<file path="src/rtl/pipelined_addsub.sv">
// Carry-pipelined adder/subtractor, CHUNK bits resolved per stage.
// Define ADDSUB_OVERFLOW_EN to compute and register signed overflow.
module pipelined_addsub #(
  parameter int WIDTH = 16,
  parameter int CHUNK = 4
) (
  input  logic             clk,
  input  logic             rst,
  input  logic             en,
  input  logic             in_valid,
  input  logic [WIDTH-1:0] a,
  input  logic [WIDTH-1:0] b,
  input  logic             cin,
  input  logic             sub,
  output logic             out_valid,
  output logic [WIDTH-1:0] s,
  output logic             cout,
  output logic             ovf
);

  localparam int STAGES = (WIDTH + CHUNK - 1) / CHUNK;

  logic [WIDTH-1:0] a_q [STAGES];
  logic [WIDTH-1:0] b_q [STAGES];
  logic [WIDTH-1:0] s_q [STAGES];
  logic             c_q [STAGES];
  logic             v_q [STAGES];

  logic [WIDTH-1:0] ai [STAGES];
  logic [WIDTH-1:0] bi [STAGES];
  logic [WIDTH-1:0] si [STAGES];
  logic             ci [STAGES];
  logic             vi [STAGES];

  logic [WIDTH-1:0] sn [STAGES];
  logic             co [STAGES];
  logic             cy;

  // stage 0 takes the ports directly; B is pre-inverted for subtract
  always_comb begin
    ai[0] = a;
    bi[0] = sub ? ~b : b;
    ci[0] = cin ^ sub;
    vi[0] = in_valid;
    si[0] = '0;
    for (int k = 1; k < STAGES; k++) begin
      ai[k] = a_q[k-1];
      bi[k] = b_q[k-1];
      ci[k] = c_q[k-1];
      vi[k] = v_q[k-1];
      si[k] = s_q[k-1];
    end
  end

  always_comb begin
    cy = 1'b0;
    for (int k = 0; k < STAGES; k++) begin
      cy    = ci[k];
      sn[k] = si[k];
      for (int i = 0; i < WIDTH; i++) begin
        if (i / CHUNK == k) begin
          sn[k][i] = ai[k][i] ^ bi[k][i] ^ cy;
          cy = (ai[k][i] & bi[k][i])
             | (cy & (ai[k][i] ^ bi[k][i]));
        end
      end
      co[k] = cy;
    end
  end

  always_ff @(posedge clk or posedge rst) begin
    if (rst) begin
      for (int k = 0; k < STAGES; k++) begin
        a_q[k] <= '0;
        b_q[k] <= '0;
        s_q[k] <= '0;
        c_q[k] <= 1'b0;
        v_q[k] <= 1'b0;
      end
    end else if (en) begin
      for (int k = 0; k < STAGES; k++) begin
        a_q[k] <= ai[k];
        b_q[k] <= bi[k];
        s_q[k] <= sn[k];
        c_q[k] <= co[k];
        v_q[k] <= vi[k];
      end
    end
  end

  assign out_valid = v_q[STAGES-1];
  assign s         = s_q[STAGES-1];
  assign cout      = c_q[STAGES-1];

`ifdef ADDSUB_OVERFLOW_EN
  logic ovf_d;
  logic ovf_q;

  // last stage still sees the untouched sign bits of A and B'
  always_comb begin
    ovf_d = (ai[STAGES-1][WIDTH-1] == bi[STAGES-1][WIDTH-1])
         && (sn[STAGES-1][WIDTH-1] != ai[STAGES-1][WIDTH-1]);
  end

  always_ff @(posedge clk or posedge rst) begin
    if (rst)     ovf_q <= 1'b0;
    else if (en) ovf_q <= ovf_d;
  end

  assign ovf = ovf_q;
`else
  assign ovf = 1'b0;
`endif

endmodule

</file>
<file path="config.mk">
export PLATFORM = sky130hd
export DESIGN_NAME = pipelined_addsub
export DESIGN_NICKNAME = d
export VERILOG_FILES = /design/src/rtl/pipelined_addsub.sv
export SDC_FILE = /design/constraint.sdc
export NUM_CORES = 1
export LEC_CHECK = 0
export ABC_CLOCK_PERIOD_IN_PS = 7960
export CELL_PAD_IN_SITES_DETAIL_PLACEMENT = 0
export CELL_PAD_IN_SITES_GLOBAL_PLACEMENT = 1
export CORE_UTILIZATION = 48
export CTS_CLUSTER_SIZE = 8
export DETAILED_ROUTE_END_ITERATION = 7
export PLACE_DENSITY_LB_ADDON = 0.1
export SYNTH_ARGS = -nofsm -noshare
export SYNTH_HDL_FRONTEND = slang
export SYNTH_SLANG_ARGS = --single-unit
</file>
<file path="constraint.sdc">
create_clock -name clk -period 7.96 [get_ports clk]
set_clock_uncertainty 0.15 [all_clocks]
set_input_delay 1.592 -clock clk [delete_from_list [all_inputs] [get_ports clk]]
set_output_delay 1.592 -clock clk [all_outputs]
set_load 0.02 [all_outputs]
</file>
==> flow_summary_export.csv, run 1 <==
group,metric,value,unit
route,via_count,2168,
route,ant_nets,0,
route,first_pass_iters,4,
setup_path,end_kind,"register",
logic_synthesis,yosys_warnings,0,
floorplan,rows,34,
setup_path,worstSetupPathType,"in -> reg",
finish,synthToLayoutAreaGrowth,15.4,%
logic_synthesis,synthTopCellsByArea,"dfrtp_1, mux2_2, fa_1, buf_4, inv_1",
route,drc,0,
grt,grt_max_degree,76,
setup_path,critPathMostFrequentCell,"fa_1",
placed_design,port_buffers,55,
finish,finalNetCount,409,
placed_design,gp_congestion,0.682,
clocking,cts.sink_count,96,
grt,grt_pass1_vias,2225,
grt,use_met3,4.15,%
floorplan,dieHeight,96.4,um
grt,globalRouteMet2Util,21.0,%
floorplan,core,0.00868,mm^2
clocking,tritoncts,"done",
clocking,cts_htree_levels,3,
power_and_ir_drop,irDropWorstVdd,0.125,mV
clocking,clockBufferDepth,2,
route,routed_wl,6220,um
finish,drive_above_1_share,23.1,%
sta,setup_violations,0,
clocking,cts_made_buffers,9,
logic_synthesis,yosysTopAreaCellShare,56.2,%
setup_path,cp_max_fo,17,
finish,layout_commonest_cell,"dfrtp_1",
route,drt_iter0_markers,67,
logic_synthesis,synth_top_area_cell,"dfrtp_1",
setup_path,worstReg2RegStart,"a_q[40]",
logic_synthesis,synth.yosys.seq_area_share,56.2,%
setup_path,worst_setup_path_start_kind,"input port",
grt,grt_overflow,0,
logic_synthesis,synth_nets,373,
setup_path,crit_end,"s_q[51]",
grt,grt.total_usage,15.3,%
sta,relSlewSlack,43.2,%
sta,fmax,237,MHz
finish,fin_cells,468,
route,avgRoutedWirePerCell,13.3,um
flow_run,cap_violations,0,
route,viasPerCell,4.63,
setup_path,critPathMaxStageDelay,0.45,ns
sta,worst_pin_slew,0.853,ns
power_and_ir_drop,leakage,2.18,nW
clocking,cts.repair.resized,0,
logic_synthesis,syn_area,0.00428,mm^2
grt,grt_pass1_wl,10600,um
clocking,postCtsHoldBufs,0,
clocking,insertion_delay,0.35,ns
sta,slew_violations,0,
power_and_ir_drop,p_per_area,277,mW/mm^2
setup_path,arrival,4.30,ns
clocking,clock-root-buffer,"clkbuf_8",
sta,setup-tns-final,0,ns
worst_hold_path,hold_depth,2,
grt,grt_antenna_before_repair,0,
finish,num_antenna_cells,0,
logic_synthesis,synth_cell_types,16,
sta,hold_violations,0,
setup_path,cp.required,8.05,ns
worst_hold_path,hold_path.class,"reg -> reg",
setup_path,crit_slowest_cell,"clkdlybuf4s50_1",
floorplan,dieArea,0.00929,mm^2
setup_path,r2r_slack,5.59,ns
setup_path,rr_worst_depth,8,
grt,busiest_layer,"met1",
status,status,"finished, final reports clean",
placed_design,dp_hpwl,3940,um
setup_path,cp_cell_sequence,"clkdlybuf4s50_1 > buf_4 > xor2_1 > fa_1 > inv_1 > fa_1 > fa_1 > inv_1 > fa_1 > mux2_2",
clocking,postCtsSetupRepairBufs,0,
floorplan,start_util,49.3,%
setup_path,cp-startpoint,"sub",
grt,use_met1,23.0,%
logic_synthesis,syn_inst,319,
logic_synthesis,syn_area_per_cell,13.4,um^2
floorplan,die_w,96.4,um
finish,mostFrequentLayoutCells,"dfrtp_1, mux2_2, clkdlybuf4s50_1",
placed_design,dp_cells,452,
sta,rsz0062_at_grt,"false",
sta,layout_min_cycle_time,4.21,ns
setup_path,r2r_end,"s_q[27]",
floorplan,io_pins,57,
sta,finalCritPeriodShare,52.9,%
finish,fillers,762,
logic_synthesis,ys_ff_latch,96,
clocking,clk_pin_slew,0.08,ns
==> worst min-delay path by stage <==
stage / from / end
2_1_floorplan: a_q[47] / a_q[31]
3_3_place_gp: b_q[47] / b_q[31]
3_5_place_dp: a_q[56] / a_q[40]
4_1_cts: a_q[56] / a_q[40]
5_1_grt: b_q[59] / b_q[43]
6_report: b_q[47] / b_q[31]
==> layout make-up <==
cell class | instances | area, um^2 | share of cell area (%)
repair buffers | 58 | 571 | 11.6
multi-input cells | 157 | 1510 | 30.6
clock inverters | 4 | 27.5 | 0.558
inverters | 33 | 126 | 2.56
well taps | 108 | 135 | 2.74
clock buffers | 12 | 165 | 3.35
flip-flops and latches | 96 | 2400 | 48.7
==> metrics by stage <==
step | area [um^2] | hold slack [ns] | total power [mW] | utilization, % | worst slack, ns
floorplan | 4280 | 0.299 | 0.981 | - | 3.71
global placement | 4740 | 0.312 | 1.07 | 54.6 | 3.38
finish | 4930 | 0.337 | 1.37 | 56.9 | 3.75
CTS | 4930 | 0.343 | 1.39 | 56.9 | 3.73
global route | 4930 | 0.369 | 1.46 | 56.9 | 3.59
detailed placement | 4740 | 0.319 | 1.08 | 54.6 | 3.35
==> worst max-delay path, delay by kind of cell <==
| kind | cells | cell delay (ns) |
|---|---|---|
| fa+ha+maj | 4 | 1.34 |
| buf+inv | 4 | 0.87 |
| mux | 1 | 0.26 |
| xor+xnor | 1 | 0.23 |
==> cells in the mapped netlist <==
master and instances:
mux2_2 54, mux2_4 8, buf_4 19, buf_2 9
buf_6 5, fa_1 16, conb_1 1, dfrtp_1 96
inv_1 33, xor2_1 3, mux2i_1 7, o21ai_0 11
xnor2_1 14, nand2_1 11, a21oi_1 16, nor2_1 16
==> cell families (layout without fill, tap and decap cells) <==
group	Yosys count	in the layout	synth area share [%]
buffers and inverters	66	107	8.60
XOR/XNOR	17	17	3.48
AND/OR/NAND/NOR	27	27	2.37
other	1	1	0.0877
AO/OA/AOI/OAI	27	27	3.16
multiplexers	69	69	18.7
flip-flops	96	96	56.2
adder cells (fa/ha/maj)	16	16	7.49
==> power by group <==
group / internal [mW] / leakage [nW] / switching [mW]
registers: 0.619 / 1.11 / 0.0650
clock network: 0.139 / 0.0906 / 0.165
logic: 0.212 / 0.973 / 0.166
==> registers in the layout, indices dropped and copies added, names as in the netlist <==
name and cells:
a_q 24, b_q 24, c_q 3, cout 1, out_valid 1, s 16
s_q 24, v_q 3
==> layer usage <==
metal,wire length [um],up-vias
met5,0,-
met4,55,0
met3,265,4
met2,2610,40
met1,3280,1054
li1,-,1070
No activity file was read; power rests on OpenSTA's default activity.
==> run 2, diff against run 1 <==
--- a/config.mk
+++ b/config.mk
@@ -5,10 +5,10 @@
 export SDC_FILE = /design/constraint.sdc
 export NUM_CORES = 1
 export LEC_CHECK = 0
-export ABC_CLOCK_PERIOD_IN_PS = 7960
+export ABC_CLOCK_PERIOD_IN_PS = 3460
 export CELL_PAD_IN_SITES_DETAIL_PLACEMENT = 0
 export CELL_PAD_IN_SITES_GLOBAL_PLACEMENT = 1
-export CORE_UTILIZATION = 48
+export CORE_UTILIZATION = 40
 export CTS_CLUSTER_SIZE = 8
 export DETAILED_ROUTE_END_ITERATION = 7
 export PLACE_DENSITY_LB_ADDON = 0.1
==> constraint.sdc (replaced) <==
create_clock -name clk -period 3.46 [get_ports clk]
set_clock_uncertainty 0.15 [all_clocks]
set_input_delay 0.692 -clock clk [delete_from_list [all_inputs] [get_ports clk]]
set_output_delay 0.692 -clock clk [all_outputs]
set_load 0.02 [all_outputs]
==> run 2 against run 1 <==
Compared with the run above:
- combinational power rose by 130%
- critical path depth did not move
- sequential share of layout area fell by 1.0 points
- highest routed layer unchanged
- largest power group unchanged
- sequential power rose by 130%
- clock-buffer cell count fell by 1
- routed wire length rose by 6.1%
- hold slack improved by 0.0023 ns
- non-clock buffer count rose by 3
- critical path type unchanged
- largest cell class unchanged
==> flow_summary_export.csv, run 2 (synthesized netlist as in run 1, its figures left out) <==
group,metric,value,unit
clocking,postCtsSetupRepairBufs,0,
flow_run,cap_violations,0,
floorplan,core,0.0103,mm^2
sta,fmax,316,MHz
clocking,cts_htree_levels,3,
grt,grt_pass1_vias,2379,
sta,setup-tns-final,0,ns
finish,layout_commonest_cell,"dfrtp_1",
floorplan,dieArea,0.0111,mm^2
worst_hold_path,hold_path.class,"reg -> reg",
clocking,insertion_delay,0.36,ns
route,avgRoutedWirePerCell,13.2,um
floorplan,io_pins,57,
placed_design,gp_congestion,0.699,
sta,finalCritPeriodShare,91.5,%
floorplan,rows,37,
route,drc,0,
grt,grt_overflow,0,
sta,slew_violations,0,
setup_path,cp.required,3.55,ns
route,viasPerCell,4.38,
setup_path,worstSetupPathType,"in -> reg",
route,via_count,2185,
power_and_ir_drop,power,3.22,mW
sta,relSlewSlack,52.6,%
finish,drive_above_1_share,23.7,%
grt,grt_pass1_wl,11900,um
floorplan,start_util,41.4,%
sta,worst_pin_slew,0.712,ns
sta,layout_min_cycle_time,3.17,ns
finish,fin_util,48.8,%
clocking,cts.repair.resized,0,
power_and_ir_drop,p_per_area,638,mW/mm^2
power_and_ir_drop,leakage,2.22,nW
finish,num_antenna_cells,0,
finish,synthToLayoutAreaGrowth,17.8,%
clocking,clk_pin_slew,0.09,ns
placed_design,port_buffers,55,
setup_path,cp_max_fo,3,
setup_path,end_kind,"register",
finish,fin_cells,499,
sta,setup_violations,0,
finish,finalNetCount,412,
route,routed_wl,6600,um
route,ant_nets,0,
grt,grt_max_degree,57,
placed_design,dp_hpwl,4350,um
floorplan,die_w,105,um
clocking,clockBufferDepth,2,
sta,rsz0062_at_grt,"false",
placed_design,dp_cells,483,
clocking,postCtsHoldBufs,0,
clocking,clock-root-buffer,"clkbuf_8",
status,status,"finished, final reports clean",
setup_path,arrival,3.26,ns
finish,final_area,0.00504,mm^2
finish,mostFrequentLayoutCells,"dfrtp_1, mux2_2, clkdlybuf4s50_1",
clocking,tritoncts,"done",
clocking,cts_made_buffers,9,
route,first_pass_iters,4,
sta,hold_violations,0,
floorplan,dieHeight,105,um
setup_path,worst_setup_path_start_kind,"input port",
route,drt_iter0_markers,32,
grt,grt_antenna_before_repair,0,
finish,largest_registers,"a_q: 24 flops, b_q: 24 flops, s_q: 24 flops",
power_and_ir_drop,irDropWorstVdd,0.238,mV
placed_design,place_area,0.00482,mm^2
grt,grt.total_usage,14.0,%
clocking,cts.sink_count,96,
run 2: cell types whose count changed in the layout (fill, tap and decap cells not counted):
cell	delta
buf_12	+2
clkinv_4	+2
clkbuf_8	-1
inv_6	+1
clkinv_2	-1
bufinv_16	+1
clkinvlp_4	-2
buf_4	+1
run 2: per-stage QoR:
stage | worst slack [ns] | hold slack [ns]
6_report | 0.293 | 0.340
5_1_grt | 0.149 | 0.377
2_1_floorplan | 0.113 | 0.299
3_5_place_dp | -0.116 | 0.324
4_1_cts | 0.275 | 0.348
3_3_place_gp | -0.0736 | 0.316
run 2: final cells by class:
| type | count | area (um^2) |
|---|---|---|
| clock buffers | 11 | 151 |
| clock inverters | 5 | 63.8 |
| fillers | 921 | 5280 |
| inverters | 33 | 126 |
| multi-input cells | 157 | 1510 |
| flip-flops and latches | 96 | 2400 |
| well taps | 136 | 170 |
| repair buffers | 61 | 618 |
run 2: worst paths after layout:
check	start	endpoint	slack, ns	cells after the start
worst max-delay path	sub	s_q[51]	0.29	10
worst min-delay path	a_q[56]	a_q[40]	0.34	2
worst max register to register	a_q[40]	s_q[27]	1.12	8
worst min register to register	a_q[56]	a_q[40]	0.34	2
max in group asynchronous	rst	s_q[24]	1.81	3
min in group asynchronous	rst	s_q[16]	0.64	2
run 2: critical path: stages:
cell	delay, ns
clkdlybuf4s50_1	0.48
buf_4	0.15
xor2_1	0.21
fa_1	0.20
inv_1	0.05
fa_1	0.37
fa_1	0.36
inv_1	0.08
fa_1	0.40
mux2_2	0.26
run 2: power breakdown:
part / switching (mW) / internal [mW]
Clock: 0.390 / 0.379
Sequential: 0.152 / 1.42
Combinational: 0.382 / 0.492
Total: 0.924 / 2.29
run 2: routing by layer:
metal / up-vias / wire length, um / global-route usage [%]
met2: 46 / 2730 / 20.0
met3: 6 / 307 / 4.89
met4: 0 / 78 / 3.92
met5: - / 0 / 0
met1: 1053 / 3470 / 20.0
li1: 1080 / - / -
==> run 3, diff against run 2 <==
--- a/config.mk
+++ b/config.mk
@@ -11,6 +11,7 @@
 export CORE_UTILIZATION = 40
 export CTS_CLUSTER_SIZE = 8
 export DETAILED_ROUTE_END_ITERATION = 7
+export GPL_ROUTABILITY_DRIVEN = 0
 export PLACE_DENSITY_LB_ADDON = 0.1
 export SYNTH_ARGS = -nofsm -noshare
 export SYNTH_HDL_FRONTEND = slang
==> results of run 3 <==
Final layout, timing and power as in run 2 (identical DEF).
